**src/rtl/pwm_pkg.sv**
```systemverilog
// rtl/pwm_pkg.sv - shared widths, duty constants and output-select helper for the PWM peripheral
package pwm_pkg;

    localparam int PWM_WIDTH   = 8;
    localparam int NUM_OUTPUTS = 16;

    localparam logic [PWM_WIDTH-1:0] DUTY_OFF  = 8'h00;
    localparam logic [PWM_WIDTH-1:0] DUTY_FULL = 8'hFF;

    typedef logic [PWM_WIDTH-1:0]   pwm_cnt_t;
    typedef logic [NUM_OUTPUTS-1:0] out_vec_t;

    // Disabled outputs are low regardless of the PWM select bit.
    function automatic out_vec_t select_outputs(input out_vec_t en_out,
                                                input out_vec_t en_pwm,
                                                input logic     level);
        return en_out & ((en_pwm & {NUM_OUTPUTS{level}}) | ~en_pwm);
    endfunction

endpackage

```
**src/rtl/pwm_prescaler.sv**
```systemverilog
// rtl/pwm_prescaler.sv - divides clk by CLK_DIV, one-cycle tick on the last count
module pwm_prescaler #(
    parameter int CLK_DIV = 13
) (
    input  logic clk,
    input  logic rst_n,
    output logic tick
);

    localparam int W = (CLK_DIV > 1) ? $clog2(CLK_DIV) : 1;
    localparam logic [W-1:0] LAST = W'(CLK_DIV - 1);

    logic [W-1:0] r_cnt;
    logic         w_last;

    assign w_last = (r_cnt == LAST);
    assign tick   = w_last;

    always_ff @(posedge clk or negedge rst_n) begin
        if (!rst_n) begin
            r_cnt <= '0;
        end else if (w_last) begin
            r_cnt <= '0;
        end else begin
            r_cnt <= r_cnt + W'(1);
        end
    end

endmodule

```
**src/rtl/pwm_peripheral.sv**
```systemverilog
// rtl/pwm_peripheral.sv - 16-output driver: static low/high or shared 8-bit PWM with period-aligned duty updates
module pwm_peripheral import pwm_pkg::*; #(
    parameter int CLK_DIV = 13
) (
    input  logic       clk,
    input  logic       rst_n,
    input  logic [7:0] en_reg_out_7_0,
    input  logic [7:0] en_reg_out_15_8,
    input  logic [7:0] en_reg_pwm_7_0,
    input  logic [7:0] en_reg_pwm_15_8,
    input  logic [7:0] pwm_duty_cycle,
    output logic [7:0] out_7_0,
    output logic [7:0] out_15_8,
    output logic       period_start
);

    localparam pwm_cnt_t CNT_LAST = '1;

    logic     w_tick;
    logic     w_level;
    logic     w_period_boundary;
    out_vec_t w_en_out;
    out_vec_t w_en_pwm;
    out_vec_t w_out_next;

    logic     r_pre_zero;
    pwm_cnt_t r_counter;
    pwm_cnt_t r_duty_shadow;
    out_vec_t r_out;
    logic     r_period_start;

    pwm_prescaler #(
        .CLK_DIV (CLK_DIV)
    ) u_prescaler (
        .clk   (clk),
        .rst_n (rst_n),
        .tick  (w_tick)
    );

    // The prescaler is at zero exactly in the cycle after a tick (or right after reset).
    always_ff @(posedge clk or negedge rst_n) begin
        if (!rst_n) begin
            r_pre_zero <= 1'b1;
        end else begin
            r_pre_zero <= w_tick;
        end
    end

    always_ff @(posedge clk or negedge rst_n) begin
        if (!rst_n) begin
            r_counter     <= '0;
            r_duty_shadow <= DUTY_OFF;
        end else if (w_tick) begin
            r_counter <= r_counter + pwm_cnt_t'(1);
            if (r_counter == CNT_LAST) begin
                r_duty_shadow <= pwm_duty_cycle;
            end
        end
    end

    assign w_level           = (r_duty_shadow == DUTY_FULL) || (r_counter < r_duty_shadow);
    assign w_period_boundary = r_pre_zero && (r_counter == '0);
    assign w_en_out          = {en_reg_out_15_8, en_reg_out_7_0};
    assign w_en_pwm          = {en_reg_pwm_15_8, en_reg_pwm_7_0};
    assign w_out_next        = select_outputs(w_en_out, w_en_pwm, w_level);

    always_ff @(posedge clk or negedge rst_n) begin
        if (!rst_n) begin
            r_out          <= '0;
            r_period_start <= 1'b0;
        end else begin
            r_out          <= w_out_next;
            r_period_start <= w_period_boundary;
        end
    end

    assign out_7_0      = r_out[7:0];
    assign out_15_8     = r_out[15:8];
    assign period_start = r_period_start;

endmodule

```
**config.mk**
```make
export PLATFORM = sky130hd
export DESIGN_NAME = pwm_peripheral
export DESIGN_NICKNAME = d
export VERILOG_FILES = /design/src/rtl/pwm_pkg.sv /design/src/rtl/pwm_prescaler.sv /design/src/rtl/pwm_peripheral.sv
export SDC_FILE = /design/constraint.sdc
export NUM_CORES = 1
export LEC_CHECK = 0
export BUFFER_PORTS_ARGS = -buffer_cell sky130_fd_sc_hd__buf_4
export CAP_MARGIN = 20
export CORE_MARGIN = 3
export CORE_UTILIZATION = 35
export CTS_BUF_LIST = sky130_fd_sc_hd__clkbuf_4 sky130_fd_sc_hd__clkbuf_8
export DETAILED_ROUTE_END_ITERATION = 8
export SYNTH_ARGS = -nofsm -noshare
export SYNTH_HDL_FRONTEND = slang
export SYNTH_SLANG_ARGS = --single-unit
```
**constraint.sdc**
```tcl
create_clock -name clk -period 2.2 [get_ports clk]
set_input_delay 0.22 -clock clk [delete_from_list [all_inputs] [get_ports clk]]
set_output_delay 0.22 -clock clk [all_outputs]
set_load 0.05 [all_outputs]
```
; Yosys cells after proc, flatten, opt, wreduce, memory -nomap -nowiden
; Cells that the tools add are included.
[word_totals]
latch_bits = 0
romBits = 0
inputBits = 42
reg_bits = 38
ram_bits = 0
wordCells = 21
n_memories = 0
[classes]
n_eq_ne = 3
div = 0
reduce_logical = 4
shifts = 0
magnitude_cmp = 1
mux = 1
addsub = 2
mul = 0
n_bitwise = 4
[op_table]
columns = op, n
row1 = 16-bit bitwise AND, 2
row2 = 8-bit equality test (second input constant), 2
row3 = 16-bit inverter, 1
row4 = 16-bit OR, 1
row5 = 8-bit by 1-bit adder with 8-bit output (second input constant), 1
row6 = 8-bit logical NOT, 1
row7 = 8-bit < comparator, 1
row8 = 4-bit by 1-bit adder with 4-bit output (second input constant), 1
row9 = 4-bit equality test (second input constant), 1
row10 = 4-bit two-way mux, 1
row11 = 2-bit AND reduction, 1
row12 = 1-bit logical AND, 1
row13 = 1-bit logical OR, 1

; Longest topological paths before layout
; Gate-level depths: netlist of run 1.
[depth]
depth_word = 5
depth_mapped = 7

; Hierarchy
; Synthesis of run 1 repeated with hierarchy kept, for this count alone.
[unflattened]
hier_cells = 130
hier_area_um2 = 1721.7
[modules_own_cells]
columns = mod, seq_area_each_um2, instances, area_per_inst_um2, cells_per_inst
row1 = pwm_peripheral, 852.1, 1, 1525.2, 113
row2 = pwm_prescaler, 100.1, 1, 196.4, 17

; Worst setup path before layout of run 1
; No wires, ideal clock.
[synth_path]
kind = register to register
start = register r_counter[6]
end = register r_out[10]
n_path_buf = 1
stages_incl_launch_ff = 7
setup_slack_ps = 505
arrival_ps = 1572
t_required_ps = 2078
setup_ps = 122
period_less_slack_ps = 1695
path_cell_list = dfrtp_1 ha_1 and4_1 o21ai_1 o32ai_4 buf_6 a21boi_2
[synth_between]
elab_chain_len = 5
[synth_lines]
columns = element, line_no
row1 = "start, declared", pwm_peripheral.sv:27  ; pwm_cnt_t r_counter;
row2 = "start signal, assigned", pwm_peripheral.sv:54  ; r_counter <= r_counter + pwm_cnt_t'(1);
row3 = 8-bit < comparator, pwm_peripheral.sv:61  ; assign w_level = (r_duty_shadow == DUTY_FULL) || (r_counter < r_duty_shadow);
row4 = 1-bit logical OR, pwm_peripheral.sv:61
row5 = 16-bit bitwise AND, pwm_pkg.sv:17  ; return en_out & ((en_pwm & {NUM_OUTPUTS{level}}) | ~en_pwm);
row6 = 16-bit OR, pwm_pkg.sv:17
row7 = 16-bit bitwise AND, pwm_pkg.sv:17
row8 = net w_out_next[10], pwm_peripheral.sv:24  ; out_vec_t w_out_next;
row9 = "end signal, assigned", pwm_peripheral.sv:72  ; r_out <= w_out_next;
row10 = "end, declared", pwm_peripheral.sv:29  ; out_vec_t r_out;
; The timed path passes the listed nets, and every way through them passes these cells.
; A chain may end at the register's enable or synchronous reset.

; Worst setup path after layout of run 1
[layout_path]
start = register r_counter[5]
end = register r_out[4]
; Same word-level chain as after synthesis.

==> out/results.ini, run 1 <==
[timing]
slew_headroom = 0.6737
fin_crit_sh = 0.8843
max_freq_mhz = 514.0
layout_min_cycle_time_ns = 1.945
maxSlewViolCount = 0
tns_ns = 0
final-hold-violation-count = 0
tightest_slew_ns = 0.4894
clock_skew_ns = 0.003831
setup_viol = 0
rsz0062_at_grt = no

[drt]
drtPass1Iterations = 4
drt_first_iter_violations = 81
wl_per_cell_um = 14.61
postRouteAntennaNets = 0
viasPerCell = 4.710
vias = 1234
routed_wl_um = 3828
drc = 0

[cts]
cts-htree-levels = 2
cts_root_buffer = clkbuf_8
cts.sinks = 38
worst_skew_pair.late_latency_ns = 0.29
post_cts_buffers = 0
cts_tree = yes
clk_pin_slew_ns = 0.07
cts_made_buffers = 5
clockBufferDepth = 2

[floorplanning]
ios = 59
row_count = 24
coreArea_mm2 = 0.004564
start_util = 0.3802
die_y_um = 76.42
die-area_mm2 = 0.005839
fp.dieW_um = 76.42

[final_layout]
final_common_cell = buf_4
seq_area_um2 = 952.2
n_fill_cell = 428
antenna_cells = 0
drive_above_1_share = 0.4619
final_cell_mix = 59 x buf_4, 37 x dfrtp_1, 13 x inv_1
multiInputGateArea_um2 = 715.7
area_growth_pct = 35.18
postLayoutCoreUtil = 0.5140
final_nets = 249

[global_route]
grt_pass1_vias = 1358
grt_pass1_wl_um = 6361
track_usage = 0.1412
grt_overflow = 0
grt_max_degree = 39
antenna_found_initial = 0

[synthesis]
synthDistinctLibCells = 30
synth_top_family_by_area = compound AO/OA/AOI/OAI gates
yosys_warnings = 0
synth_fp_nets = 184
synth_seq_cells = 38
yosys.area_share.simple = 0.08435
async_flop_share = 1.000
syn_area_per_cell_um2 = 13.25
postSynthCellCount = 131
synthesis.area_mm2 = 0.001735
ys_seq_area_frac = 0.5487
synth-xor-area-share = 0.04037
synth_ff_type = dfrtp_1
synth-adder-area-share = 0.07931
synth_edf_count = 0
synth_compound_area_frac = 0.1565
synthMuxAreaShare = 0.05191

[setup_path]
slowest_stage = dfrtp_1
end_kind = flop
worstSetupPathType = flop to flop
worst_setup_path_start_kind = flop
crit_arrival_ns = 2.14
critPathMaxStageDelay_ns = 0.44
cp_data_required_time_ns = 2.40
worstPathCellList = ha_1, a41o_1, a21oi_1, o32ai_4, buf_4, a21boi_0
critPathMaxFanout = 16

[job]
maxCapViolCount = 0

[placement]
io_buffers = 58
routabilityCongestion = 0.7517
hpwlAfterDp_um = 2968

[power]
leakage_nw = 1.157
p_per_area_mw_per_mm2 = 610.6
p_total_mw = 1.432
worst_ir_drop_vdd_mv = 0.2531

[status]
status = completed

[worst_hold_path]
worstHoldPathType = input pin to flop

## synthesized netlist by cell type, types with 2 or more instances
cell type,count,share of area
a21boi_0,6,0.026
a21boi_2,10,0.065
a21oi_1,2,0.0058
dfrtp_1,37,0.53
ha_1,11,0.079
inv_1,13,0.028
mux2_2,8,0.052
nand2_1,4,0.0086
nand4_1,5,0.018
nor2_1,8,0.017
o21ai_0,2,0.0058
xnor2_1,7,0.035
## per-layer routing
metal,part of all wire,vias up,track usage
li1,-,583,-
met1,0.38,593,0.1498
met2,0.51,51,0.2408
met3,0.10,7,0.06856
met4,0.017,0,0.05435
met5,0,-,0
## timing repair
| item | in CTS | in global routing |
|---|---|---|
| hold buffers | 1 | 0 |
| hold endpoints to repair | 37 | 0 |
| resized for setup | 0 | 0 |
## registers in the layout (all words and copies together) (netlist names)
register	flops
r_out	16
r_pre_zero	1
period_start	1
u_prescaler.r_cnt	4
r_counter	8
r_duty_shadow	8
## critical path: cells and delay by family, from the launching register on
kind / cells / cell delay [ns]
compound gates: 4 / 0.87
fa+ha+maj: 1 / 0.33
buf+inv: 1 / 0.23
flops: 1 / 0.44
## metrics by stage
| stage | hold slack [ns] | setup slack [ns] | instances | cell area [µm²] |
|---|---|---|---|---|
| after global routing | 0.07048 | 0.1566 | 262 | 2346 |
| final | 0.08452 | 0.2546 | 262 | 2346 |
| after global placement | 0.2043 | 0.4220 | 253 | 2241 |
| after floorplan | -0.07559 | 0.5055 | 131 | 1735 |
| after CTS | 0.07481 | 0.2549 | 262 | 2346 |
| after detailed placement | 0.2160 | 0.3242 | 253 | 2241 |
## cell type report
class / count / area share
Inverter: 13 / 0.02080
Clock inverter: 1 / 0.002133
Tap cell: 65 / 0.03467
Sequential cell: 38 / 0.4059
Clock buffer: 7 / 0.03840
Timing Repair Buffer: 60 / 0.1931
Multi-Input combinational cell: 78 / 0.3051
## path summary, 6_finish.rpt
kind | startpoint | to | slack (ns) | depth (start not counted)
max | r_counter[5] | r_out[4] | 0.25 | 6
min | en_reg_pwm_7_0[6] | r_out[6] | 0.08 | 2
max reg2reg | r_counter[5] | r_out[4] | 0.25 | 6
min reg2reg | u_prescaler.r_cnt[0] | u_prescaler.r_cnt[0] | 0.50 | 1
max in group asynchronous | rst_n | r_pre_zero | 1.41 | 2
min in group asynchronous | rst_n | period_start | 0.43 | 2
## where the power goes
group          internal [mW]  switching, mW  leakage [nW]  total, mW
sequential             0.721         0.0118         0.452      0.733
combinational         0.0901          0.104         0.654      0.194
clock                  0.265          0.240        0.0517      0.505
total                   1.08          0.356          1.16       1.43
## logic make-up after synthesis
group	count (synthesis)
AO/OA/AOI/OAI	27
XOR/XNOR	8
AND/OR/NAND/NOR	24
adder cells (fa/ha/maj)	11
flip-flops	38
multiplexers	8
buffers and inverters	15
No activity file was read; power rests on OpenSTA's default activity.
==> run 2: changes to the inputs <==
--- a/config.mk
+++ b/config.mk
@@ -11,6 +11,8 @@
 export CORE_UTILIZATION = 35
 export CTS_BUF_LIST = sky130_fd_sc_hd__clkbuf_4 sky130_fd_sc_hd__clkbuf_8
 export DETAILED_ROUTE_END_ITERATION = 8
+export MAX_ROUTING_LAYER = met4
+export RECOVER_POWER = 100
 export SYNTH_ARGS = -nofsm -noshare
 export SYNTH_HDL_FRONTEND = slang
 export SYNTH_SLANG_ARGS = --single-unit
==> run 2 against run 1 <==
  * Register-to-register slack got worse by 0.02 ns
  * Non-clock buffer count did not move
  * Wire length fell by 1.1%
  * Clock skew barely moved
  * First-iteration DRC count fell by 19%
  * Sequential share of layout area rose by 1.9 points
  * Critical path depth did not move
  * Clock power barely moved
==> out/results.ini, run 2 (synthesis results as in run 1) <==
[status]
status = completed

[placement]
place_ws_ns = 0.3242
routabilityCongestion = 0.7614
placed_area_mm2 = 0.002241
hpwlAfterDp_um = 2968
io_buffers = 58

[worst_hold_path]
worstHoldPathType = input pin to flop
min_from = en_reg_pwm_7_0[6]

[global_route]
grt_pass1_vias = 1359
antenna_found_initial = 0
track_usage = 0.1452
grt_pass1_wl_um = 6354
grt_overflow = 0
grt_max_degree = 39

[setup_path]
worstSetupPathType = flop to flop
startpoint = r_counter[6]
end_kind = flop
slowest_stage = dfrtp_1
critPathMaxStageDelay_ns = 0.42
cp_data_required_time_ns = 2.38
rr_startpoint = r_counter[6]
critPathMaxFanout = 16
crit_arrival_ns = 2.15
cp_num_buf_inv = 1
critical_path.top_delay_family = compound AO/OA/AOI/OAI gates
worstPathCellList = ha_1, a41o_1, a21oi_1, o32ai_4, buf_4, a21boi_0
worst_setup_path_start_kind = flop

[power]
internal-power_mw = 1.058
switching_share = 0.2492
p_total_mw = 1.409
p_switching_mw = 0.3513
comb_power_share = 0.123
p_per_area_mw_per_mm2 = 628.9
p_clk_frac = 0.357
worst_ir_drop_vdd_mv = 0.2473
p_seq_frac = 0.520
leakage_nw = 1.086

[timing]
layout_min_cycle_time_ns = 1.970
fin_crit_sh = 0.8954
tns_ns = 0
postLayoutSetupSlackWorst_ns = 0.2301
slew_headroom = 0.3730
max_freq_mhz = 507.6
setup_viol = 0
final-hold-violation-count = 0
rsz0062_at_grt = no
tightest_slew_ns = 0.9405
clock_skew_ns = 0.004230
maxSlewViolCount = 0

[drt]
routed_wl_um = 3785
drt_first_iter_violations = 66
vias = 1232
wl_per_cell_um = 14.45
drc = 0
drtPass1Iterations = 4
postRouteAntennaNets = 0
viasPerCell = 4.702

[final_layout]
final_cell_mix = 41 x buf_4, 37 x dfrtp_1, 17 x clkbuf_1
drive_above_1_share = 0.3249
largest_reg_flops = 16
regMostFlops = r_out
n_fill_cell = 452
final_nets = 249
final_common_cell = buf_4
largestRegisters = r_out: 16 flops, r_counter: 8 flops, r_duty_shadow: 8 flops
antenna_cells = 0
area_growth_pct = 29.13
fin_area_mm2 = 0.002241

[cts]
postCtsResizedCells = 0
clk_pin_slew_ns = 0.07
cts-htree-levels = 2
cts_tree = yes
cts_root_buffer = clkbuf_8
cts_made_buffers = 5
post_cts_buffers = 0
worst_skew_pair.late_latency_ns = 0.29
cts.sinks = 38
clockBufferDepth = 2

[floorplanning]
die_y_um = 76.42
fp.dieW_um = 76.42
row_count = 24
ios = 59
coreArea_mm2 = 0.004564
start_util = 0.3802
die-area_mm2 = 0.005839

[job]
maxCapViolCount = 0

==> run 2: cell count changes in the layout (fill, tap and decap cells not counted) <==
cell / delta
buf_4: -18
clkbuf_1: +17
a21boi_0: +9
a21boi_2: -9
and3_1: +1
and3_4: -1
clkbuf_2: +1
==> run 2: worst paths after layout <==
check | end | cells past startpoint | slack [ns]
setup reg to reg | r_out[12] | 6 | 0.23
hold reg to reg | u_prescaler.r_cnt[0] | 1 | 0.50
hold / removal | r_out[6] | 2 | 0.08
setup / recovery | r_out[12] | 6 | 0.23
max in group asynchronous | r_duty_shadow[2] | 2 | 1.01
min in group asynchronous | period_start | 2 | 0.61
==> run 2: metal layers <==
metal	share of wire	global-route usage	vias to the layer above	routed length, µm
li1	-	-	583	-
met2	0.51	0.2408	53	1923
met3	0.086	0.05910	7	327
met5	0	-	-	0
met4	0.017	0.05435	0	63
met1	0.39	0.1558	589	1470
==> run 2: layout make-up <==
| cell class | instances | area, µm² | share of cell area |
|---|---|---|---|
| Sequential cell | 38 | 952.2 | 0.4249 |
| Multi-Input combinational cell | 78 | 676.9 | 0.3021 |
| Timing Repair Buffer | 60 | 386.6 | 0.1725 |
| Clock buffer | 7 | 90.09 | 0.04020 |
| Tap cell | 65 | 81.33 | 0.03629 |
| Inverter | 13 | 48.80 | 0.02178 |
| Clock inverter | 1 | 5.005 | 0.002233 |
==> run 2: repair_timing <==
item / CTS / global route
hold buffers: 1 / 0
hold endpoints to repair: 37 / 0
setup endpoints to repair: 0 / 0
==> run 2: worst register-to-register path: stages (launching register included) <==
cell,delay [ns]
dfrtp_1,0.42
ha_1,0.33
a41o_1,0.25
a21oi_1,0.26
o32ai_4,0.15
buf_4,0.20
a21boi_0,0.26
==> run 2: power groups by stage <==
stage	registers (mW)	clock network, mW	logic (mW)
detailed placement	0.746	0	0.196
finish	0.732	0.503	0.174
CTS	0.733	0.523	0.198
global route	0.734	0.545	0.188
floorplan	0.799	0	0.0350
global placement	0.745	0	0.191
==> run 2: metrics by stage <==
| stage | utilization | hold WS, ns | instances |
|---|---|---|---|
| final | 0.4910 | 0.08484 | 262 |
| after global routing | 0.4910 | 0.07049 | 262 |
| after CTS | 0.5140 | 0.07481 | 262 |
| after detailed placement | 0.4910 | 0.2160 | 253 |
| after global placement | 0.4910 | 0.2043 | 253 |
| after floorplan | - | -0.07559 | 131 |
==> run 3: changes to the inputs <==
--- a/config.mk
+++ b/config.mk
@@ -12,6 +12,7 @@
 export CTS_BUF_LIST = sky130_fd_sc_hd__clkbuf_4 sky130_fd_sc_hd__clkbuf_8
 export DETAILED_ROUTE_END_ITERATION = 8
 export MAX_ROUTING_LAYER = met4
+export PLACE_DENSITY = 0.57
 export RECOVER_POWER = 100
 export SYNTH_ARGS = -nofsm -noshare
 export SYNTH_HDL_FRONTEND = slang
==> run 3 against run 2 <==
  * Core utilization is 0.30 points higher
  * Power rose by 4.5%
  * Hold slack better by 0.0076 ns
  * First-iteration DRC count increased by 29%
  * Final cell count stayed put
  * Sequential share of layout area fell by 0.26 points
  * Die area unchanged
  * Worst setup slack better by 0.096 ns
  * Flip-flop and latch count did not move
==> out/results.ini, run 3 (synthesis results as in run 1) <==
[timing]
tightest_slew_ns = 0.9268
tns_ns = 0
clock_skew_ns = 0.006707
final-hold-violation-count = 0
fin_crit_sh = 0.8516
slew_headroom = 0.3821
max_freq_mhz = 533.8
whs_ns = 0.09245
setup_viol = 0
maxSlewViolCount = 0
layout_min_cycle_time_ns = 1.873
rsz0062_at_grt = no

[cts]
post_cts_buffers = 0
clockBufferDepth = 2
worst_skew_pair.late_latency_ns = 0.28
cts-htree-levels = 2
cts_made_buffers = 5
cts_tree = yes
cts_root_buffer = clkbuf_8
clk_pin_slew_ns = 0.07
cts.sinks = 38

[setup_path]
cp_common_cell = and3_1
worst_setup_path_start_kind = flop
crit_arrival_ns = 2.04
worstPathCellList = inv_1, ha_1, and3_1, and3_1, nand2_4, mux2_2
critPathMaxStageDelay_ns = 0.42
cp_data_required_time_ns = 2.37
worstSetupPathType = flop to flop
critical_path.top_delay_family = simple AND/OR/NAND/NOR gates
cp_num_buf_inv = 1
critPathMaxFanout = 9
slowest_stage = dfrtp_1
end_kind = flop

[drt]
postRouteAntennaNets = 0
routed_wl_um = 3315
vias = 1205
viasPerCell = 4.599
drc = 0
drt_first_iter_violations = 85
drtPass1Iterations = 4
wl_per_cell_um = 12.65

[global_route]
grt_max_degree = 39
grt_pass1_vias = 1298
grt_pass1_wl_um = 5761
antenna_found_initial = 0
track_usage = 0.1280
grt_overflow = 0

[power]
p_per_area_mw_per_mm2 = 653.0
comb_power_share = 0.116
p_clk_frac = 0.387
internal-power_mw = 1.126
p_seq_frac = 0.497
switching_share = 0.2350
worst_ir_drop_vdd_mv = 0.3691
leakage_nw = 1.092
p_total_mw = 1.472
p_switching_mw = 0.3460

[floorplanning]
die-area_mm2 = 0.005839
fp.dieW_um = 76.42
coreArea_mm2 = 0.004564
start_util = 0.3802
ios = 59
die_y_um = 76.42
row_count = 24

[placement]
dp.cells = 253
placed_area_mm2 = 0.002241
hpwlAfterDp_um = 2603
routabilityCongestion = 0.7988
io_buffers = 58

[final_layout]
largestRegisters = r_out: 16 flops, r_counter: 8 flops, r_duty_shadow: 8 flops
regMostFlops = r_out
final_cell_mix = 41 x buf_4, 37 x dfrtp_1, 17 x clkbuf_1
fin_area_mm2 = 0.002255
fin_cells = 262
antenna_cells = 0
final_nets = 249
drive_above_1_share = 0.3249
final_common_cell = buf_4
area_growth_pct = 29.92
largest_reg_flops = 16

[worst_hold_path]
worstHoldPathType = input pin to flop

[job]
maxCapViolCount = 0

[status]
status = completed

[run 3: metal layers]
| metal | track usage | wire, µm |
|---|---|---|
| met5 | - | 0 |
| met2 | 0.1924 | 1528 |
| met4 | 0.03804 | 33 |
| met1 | 0.1538 | 1464 |
| met3 | 0.05910 | 289 |
[run 3: metrics by stage]
stage	setup WS [ns]	utilization
final	0.3265	0.4940
after global routing	0.1820	0.4940
after CTS	0.3207	0.5170
after detailed placement	0.3321	0.4910
after global placement	0.4111	0.4910
after floorplan	0.5055	-
[run 3: path summary, 6_finish.rpt]
check / start / endpoint / slack, ns / cells past startpoint
setup / recovery: u_prescaler.r_cnt[0] / r_duty_shadow[1] / 0.33 / 6
hold / removal: en_reg_pwm_15_8[6] / r_out[14] / 0.09 / 2
setup reg to reg: u_prescaler.r_cnt[0] / r_duty_shadow[1] / 0.33 / 6
hold reg to reg: u_prescaler.r_cnt[3] / u_prescaler.r_cnt[3] / 0.47 / 1
max in group asynchronous: rst_n / u_prescaler.r_cnt[1] / 1.02 / 2
min in group asynchronous: rst_n / r_counter[7] / 0.61 / 2
[run 3: layout make-up]
type / instances / area [µm²]
Fill cell: 433 / 2310
Sequential cell: 38 / 952.2
Multi-Input combinational cell: 78 / 676.9
Timing Repair Buffer: 60 / 386.6
Tap cell: 65 / 81.33
Clock buffer: 5 / 68.82
Inverter: 13 / 48.80
Clock inverter: 3 / 40.04
[run 3: power groups by stage]
stage	Combinational, mW	Sequential, mW	Clock, mW
6_report	0.171	0.731	0.570
2_1_floorplan	0.0350	0.799	0
3_3_place_gp	0.190	0.745	0
5_1_grt	0.186	0.734	0.622
3_5_place_dp	0.194	0.745	0
4_1_cts	0.195	0.732	0.591
[run 3: what timing repair did]
item,in CTS,in global routing
endpoints found under the hold margin,37,0
gates resized for setup,0,0
hold buffers,1,0
